==> src/rtl/fifo_readout_arbiter.sv <==
// fifo_readout_arbiter
//   Merges N_SRC first-word-fall-through source FIFOs into one FWFT read port.
//   Sources are granted round-robin. Each grant lasts up to MAX_BURST pops.
//   Merged words pass through a 2-entry output queue.
//
// Ports
//   BUS_CLK         in   clock, rising edge
//   BUS_RST         in   asynchronous reset, active low
//   SRC_EN          in   per-source enable mask
//   SRC_FIFO_EMPTY  in   per-source empty flags
//   SRC_FIFO_DATA   in   per-source head words, source i at [i*DATA_WIDTH +: DATA_WIDTH]
//   SRC_FIFO_READ   out  per-source pop strobes (one-hot or zero, combinational)
//   FIFO_READ       in   consumer pop strobe
//   FIFO_EMPTY      out  merged queue empty
//   FIFO_DATA       out  merged queue head word (registered)
//
// State  | meaning
// -------+-----------------------------------------------------------------
// IDLE   | search for the next eligible source after the rr pointer; no pop
// BURST  | pop the granted source while enabled, non-empty and queue not full

module fifo_readout_arbiter #(
    parameter int N_SRC      = 2,
    parameter int DATA_WIDTH = 32,
    parameter int MAX_BURST  = 16
) (
    input  logic                        BUS_CLK,
    input  logic                        BUS_RST,
    input  logic [N_SRC-1:0]            SRC_EN,
    input  logic [N_SRC-1:0]            SRC_FIFO_EMPTY,
    input  logic [N_SRC*DATA_WIDTH-1:0] SRC_FIFO_DATA,
    output logic [N_SRC-1:0]            SRC_FIFO_READ,
    input  logic                        FIFO_READ,
    output logic                        FIFO_EMPTY,
    output logic [DATA_WIDTH-1:0]       FIFO_DATA
);

    localparam int IW = (N_SRC > 1) ? $clog2(N_SRC) : 1;
    localparam int CW = $clog2(MAX_BURST + 1);

    typedef enum logic {
        IDLE,
        BURST
    } state_t;

    state_t          state, state_nxt;
    logic [IW-1:0]   grant, grant_nxt;       // also serves as the round-robin pointer
    logic [CW-1:0]   burst_cnt, burst_cnt_nxt;
    logic [1:0]      count;
    logic [DATA_WIDTH-1:0] tail;

    logic            found;
    logic [IW-1:0]   cand;
    logic [IW-1:0]   idx;
    logic            src_ok;
    logic            src_pop;
    logic            q_pop;
    logic [DATA_WIDTH-1:0] push_data;

    // Round-robin search starting just after the last grant, wrapping.
    always_comb begin
        found = 1'b0;
        cand  = grant;
        idx   = '0;
        for (int i = 1; i <= N_SRC; i++) begin
            idx = IW'((int'(grant) + i) % N_SRC);
            if (!found && SRC_EN[idx] && !SRC_FIFO_EMPTY[idx]) begin
                found = 1'b1;
                cand  = idx;
            end
        end
    end

    assign src_ok    = SRC_EN[grant] & ~SRC_FIFO_EMPTY[grant];
    assign src_pop   = (state == BURST) && src_ok && (count != 2'd2);
    assign q_pop     = FIFO_READ && (count != 2'd0);
    assign push_data = SRC_FIFO_DATA[int'(grant)*DATA_WIDTH +: DATA_WIDTH];

    always_ff @(posedge BUS_CLK or negedge BUS_RST) begin
        if (!BUS_RST) begin
            state     <= IDLE;
            grant     <= IW'(N_SRC - 1);
            burst_cnt <= '0;
        end else begin
            state     <= state_nxt;
            grant     <= grant_nxt;
            burst_cnt <= burst_cnt_nxt;
        end
    end

    always_comb begin
        state_nxt     = state;
        grant_nxt     = grant;
        burst_cnt_nxt = burst_cnt;
        SRC_FIFO_READ = '0;
        case (state)
            IDLE: begin
                if (found) begin
                    grant_nxt     = cand;
                    burst_cnt_nxt = '0;
                    state_nxt     = BURST;
                end
            end
            BURST: begin
                if (src_pop) begin
                    SRC_FIFO_READ[grant] = 1'b1;
                    burst_cnt_nxt        = burst_cnt + 1'b1;
                end
                // A full queue only stalls; the burst ends on its last pop,
                // an empty source or a disabled source.
                if ((src_pop && burst_cnt == CW'(MAX_BURST - 1)) || !src_ok) begin
                    state_nxt = IDLE;
                end
            end
            default: state_nxt = IDLE;
        endcase
    end

    // Output queue: FIFO_DATA is the head register, tail holds the second word.
    // A push is only possible below count 2, so push+pop only happens at count 1.
    always_ff @(posedge BUS_CLK or negedge BUS_RST) begin
        if (!BUS_RST) begin
            count     <= 2'd0;
            FIFO_DATA <= '0;
            tail      <= '0;
        end else if (src_pop && q_pop) begin
            FIFO_DATA <= push_data;
        end else if (src_pop) begin
            if (count == 2'd0) begin
                FIFO_DATA <= push_data;
            end else begin
                tail <= push_data;
            end
            count <= count + 2'd1;
        end else if (q_pop) begin
            if (count == 2'd2) begin
                FIFO_DATA <= tail;
            end
            count <= count - 2'd1;
        end
    end

    assign FIFO_EMPTY = (count == 2'd0);

endmodule

==> config.mk <==
export PLATFORM = sky130hd
export DESIGN_NAME = fifo_readout_arbiter
export DESIGN_NICKNAME = d
export VERILOG_FILES = /design/src/rtl/fifo_readout_arbiter.sv
export SDC_FILE = /design/constraint.sdc
export NUM_CORES = 1
export LEC_CHECK = 0
export ABC_AREA = 1
export BUFFER_PORTS_ARGS = -buffer_cell sky130_fd_sc_hd__buf_2
export CAP_MARGIN = 5
export CELL_PAD_IN_SITES_DETAIL_PLACEMENT = 0
export CELL_PAD_IN_SITES_GLOBAL_PLACEMENT = 1
export CORE_MARGIN = 2
export CORE_UTILIZATION = 37
export CTS_CLUSTER_DIAMETER = 200
export DETAILED_ROUTE_END_ITERATION = 6
export HOLD_SLACK_MARGIN = 0.1
export PLACE_DENSITY_LB_ADDON = 0.1
export SLEW_MARGIN = 40
export SYNTH_ARGS = -nofsm -noshare
export SYNTH_HDL_FRONTEND = slang
export SYNTH_SLANG_ARGS = --single-unit
==> constraint.sdc <==
create_clock -name BUS_CLK -period 2.5 [get_ports BUS_CLK]
set_input_delay 0.25 -clock BUS_CLK [delete_from_list [all_inputs] [get_ports BUS_CLK]]
set_output_delay 0.25 -clock BUS_CLK [all_outputs]
set_load 0.01 [all_outputs]
; After elaboration in Yosys (flattened, before gate mapping)
; Cells that the tools add are included.
[word_totals]
reg_bits = 73
in_bits = 71
output_inout_bits = 35
elab_cells = 85
[op_classes]
n_addsub = 5
n_lt_le_gt_ge = 4
eq_ne = 6
shifts = 1
n_mux = 33
bitwise = 5
reduce_logical = 25
[op_table]
columns = op, count
row1 = $mux W32, 5
row2 = $shiftx A64 B7 Y32, 1
row3 = $mux W1, 19
row4 = $mux W5, 2
row5 = $pmux W5 S2, 1
row6 = $logic_and A1 B1 Y1, 9
row7 = $reduce_and A3 Y1, 3
row8 = $mux W2, 4
row9 = $lt A1 B2 Y1 const B, 3
row10 = $reduce_bool A2 Y1, 3
row11 = $reduce_bool A3 Y1, 2
row12 = $add A5 B1 Y5 const B, 1
row13 = $eq A5 B4 Y1 const B, 1
row14 = $logic_not A1 Y1, 4
row15 = $ne A2 B2 Y1 const B, 2
row16 = $not A1 Y1, 4
row17 = $reduce_and A2 Y1, 2
row18 = $ne A3 B2 Y1 const B, 1
row19 = $add A1 B1 Y1 const B, 2
row20 = $add A2 B1 Y2 const B, 1
row21 = $eq A2 B2 Y1 const B, 1
row22 = $logic_not A2 Y1, 1
row23 = $ne A2 B1 Y1 const B, 1
row24 = $pmux W1 S2, 1
row25 = other kinds (5), 5

; Depth between registers and ports, before layout
[depth]
depth_word = 12
mapped_depth = 17
mapped_depth_nobuf = 13

; Worst setup path before layout
; No wires, ideal clock.
[synth_timing]
kind = reg2reg
start = reg grant
end = reg FIFO_DATA[0]
setup_time_ps = 65
t_arrival_ps = 2140
required_ps = 2435
slack_ps = 295
stages_incl_launch_ff = 17
n_path_buf = 5
period_less_slack_ps = 2205
cell_sequence = dfstp_2 -> buf_4 -> nand2_1 -> nand3_2 -> nor2_2 -> buf_4 -> buf_4 -> ha_1 -> nor2_1 -> inv_1 -> nor2_2 -> buf_6 -> inv_2 -> nand2_2 -> buf_4 -> nand2_1 -> nand2_1
[synth_via]
elab_chain_cells = 9
[synth_lines]
columns = item, line
row1 = from (decl), 47  ; logic [IW-1:0] grant, grant_nxt;
row2 = from (signal assigned), 82  ; grant <= IW'(N_SRC - 1);
row3 = from (signal assigned), 86  ; grant <= grant_nxt;
row4 = branches (longest 9 deep; another with $shiftx A64 B7 Y32), n/a
row5 = to (signal assigned), 127  ; FIFO_DATA <= push_data;
row6 = to (signal assigned), 130  ; FIFO_DATA <= push_data;
row7 = to (signal assigned), 137  ; FIFO_DATA <= tail;
row8 = to (decl), 35  ; output logic [DATA_WIDTH-1:0] FIFO_DATA
; Several ways; the timed one is not identified. The select of a mux whose other input is x is not followed.
; A chain may end at the register's enable or synchronous reset.

; Worst setup path in the final report
[layout_timing]
start = reg grant
end = out SRC_FIFO_READ[0]
[layout_via]
elab_chain_cells = 8
[layout_lines]
columns = item, line
row1 = branches (longest 6 deep; another with $lt A1 B2 Y1), n/a
row2 = $mux W2 (*), 105  ; if (src_pop) begin
row3 = $mux W2 (*), 96  ; case (state)
row4 = to (decl), 32  ; output logic [N_SRC-1:0] SRC_FIFO_READ,
; Every way passes the cells marked *. The select of a mux whose other input is x is not followed.

==> flow_summary.toml <==
[routing]
drc_errors = 0
routed_wire_length_per_instance_um = 12.1
wirelength_um = 8980
drt_iter0_markers = 149
firstDrtPassIters = 4
ant_nets = 0
vias_per_cell = 4.59
num_vias = 3418

[sta]
period_share = 0.909
rsz0062_at_grt = "no"
maxSlewViolCount = 0
layout_setup_ws_ns = 0.228
worstMarginPinSlew_ns = 0.683
fin_worst_skew_ns = 0.00534
period_minus_slack_ns = 2.27
finalSetupViolCount = 0
fmax_mhz = 440
hold_viol = 0
slew-limit-headroom = 0.545
fin_setup_tns_ns = 0
worst_hold_slack_ns = 0.224

[floorplan]
boundaryPins = 106
dieWidth_um = 104
initial_core_util = 0.380
die_area_um2 = 10900
coreArea_um2 = 9770
chipHeight_um = 104
rows = 36

[logic_synthesis]
async_flop_share = 1.00
synth_ff_type = "dfrtp_1"
yosys_warnings = 0
ys_types = 26
ys_top_cells_by_area = "dfrtp_1, nand2_1, o21ai_0"
ys_top_cells_by_count = "nand2_1, dfrtp_1, o21ai_0"
yosysTopAreaCell = "dfrtp_1"
ys_ff_latch = 73
yosysSeqAreaShare = 0.492
synth_most_common_cell = "nand2_1"
synth.cell_area_um2 = 3720
synth_top_cell_area_share = 0.485
synth_edf_count = 0
postSynthCellCount = 506
avgSynthCellArea_um2 = 7.34
mappedNetlistNets = 580

[clocking]
clk_path_buf_depth = 2
tritoncts = "done"
clk_pin_slew_ns = 0.07
cts_sinks = 73
insertion_delay_ns = 0.35
cts_buffers = 9
cts_max_level = 3
cts-root-buf = "clkbuf_8"

[worst_hold_path]
min_path_type = "in2reg"
hold_depth = 5

[pwr]
p_switching_mw = 2.28
p_int_mw = 3.10
cellPowerDensity_nw_per_um2 = 1180
p_leak_nw = 2.52
power_frac_seq = 0.361
clockPowerShare = 0.170
switching_share = 0.424
ir_drop_v = 0.000425
combPwrFrac = 0.468
total_power_mw = 5.39

[grt]
grtUsageTotal = 0.175
grt_pass1_vias = 3302
grt-ovfl-total = 0
grt_max_degree = 74
antenna_found_initial = 0
grt_pass1_wl_um = 15400

[placed_design]
portBuffers = 105
gp_congestion = 0.736
placed_cell_area_um2 = 4360
hpwlAfterDp_um = 6230
preCtsSetupSlack_ns = 0.189

[final_layout]
drive_gt1_frac = 0.224
n_fill_cell = 1029
antenna_cells = 0
design_area_um2 = 4560
fin_nets = 680
layout-area-overhead-vs-synth_pct = 22.7

[flow_run]
drv_cap = 0

[worst_setup_path]
critPathArrivalTime_ns = 2.02
worstPathMaxFanout = 56
crit_path_end_kind = "primary output"
crit_type = "reg2out"
cp_slowest_cell = "dfstp_2"
crit_path_max_incr_delay_ns = 0.56
cp.required_ns = 2.25
reg2reg_depth = 13
startpoint_type = "flip-flop"
path_cells = "inv_2 -> nand2_2 -> nand3_2 -> nor2_4 -> buf_4 -> nand2_1 -> inv_1 -> buf_2"

[run_status]
status = "finished, final reports clean"
-- layer usage --
metal	vias to the layer above	share of wire	wire length [µm]	global-route usage
li1	1752	-	-	-
met1	1578	0.48	4310	0.229
met2	78	0.46	4140	0.288
met3	10	0.046	417	0.0432
met4	0	0.013	116	0.0531
met5	-	0	0	0
-- worst max-delay path: cells and delay by family, from the launching register on --
family / cells / cell delay [ns]
buffers and inverters: 4 / 0.68
flip-flops: 1 / 0.56
AND/OR/NAND/NOR: 4 / 0.43
-- cell usage in the layout, fill, tap and decap left out, types with 2 or more instances in the layout --
master,count
nand2_2,2
o21ai_1,5
o21ai_0,59
nand2_1,253
inv_1,44
buf_6,2
nand3b_1,5
mux2i_1,5
ha_1,3
nor2_1,7
buf_2,104
clkbuf_1,3
clkbuf_8,10
inv_2,2
nor2_4,2
nand3_1,8
buf_4,8
a21oi_1,4
clkinv_2,2
dfrtp_1,72
-- registers in the layout, indices dropped and copies added (netlist names) --
signal,cells
FIFO_DATA,32
burst_cnt,5
count,2
grant,1
state,1
tail,32
-- final timing paths --
check	start	end	slack, ns
worst max-delay path	grant	SRC_FIFO_READ[0]	0.23
worst min-delay path	SRC_FIFO_DATA[6]	tail[6]	0.22
worst max register to register	grant	FIFO_DATA[1]	0.27
worst min register to register	FIFO_DATA[24]	FIFO_DATA[24]	0.48
max in group asynchronous	BUS_RST	tail[30]	1.54
min in group asynchronous	BUS_RST	tail[5]	0.48
-- metrics by stage --
stage,util,cells
floorplan,-,506
global placement,0.444,726
detailed placement,0.446,727
CTS,0.466,744
global route,0.467,744
finish,0.467,744
-- layout make-up --
cell class / count / area, µm² / share of cell area
inverter: 46 / 173 / 0.0379
clock inverter: 3 / 40.0 / 0.00878
clock buffer: 13 / 149 / 0.0326
tap: 133 / 166 / 0.0365
timing repair buffer: 116 / 628 / 0.138
multi-input combinational: 360 / 1580 / 0.346
sequential: 73 / 1830 / 0.401
-- kinds of logic after synthesis --
logic type      count (synthesis)  share of synthesized area
mux                             5                     0.0135
fa+ha+maj                       3                     0.0101
compound gates                 71                     0.0976
buf+inv                        73                     0.0886
simple gates                  280                      0.296
xor+xnor                        1                    0.00236
flops                          73                      0.492
-- timing repair --
action | 4_1_cts | 5_1_grt
setup buffers | 0 | 0
resized for setup | 0 | 1
hold buffers | 1 | 0
setup endpoints to repair | 0 | 12
endpoints found under the hold margin | 72 | 0
-- power by group through the flow --
stage	Combinational [mW]	Clock, mW	Sequential, mW
2_1_floorplan	1.69	0	2.03
3_3_place_gp	2.49	0	1.96
3_5_place_dp	2.56	0	1.97
4_1_cts	2.57	0.949	1.95
5_1_grt	2.91	0.994	2.01
6_report	2.52	0.918	1.95
(Power assumes the default switching activity.)
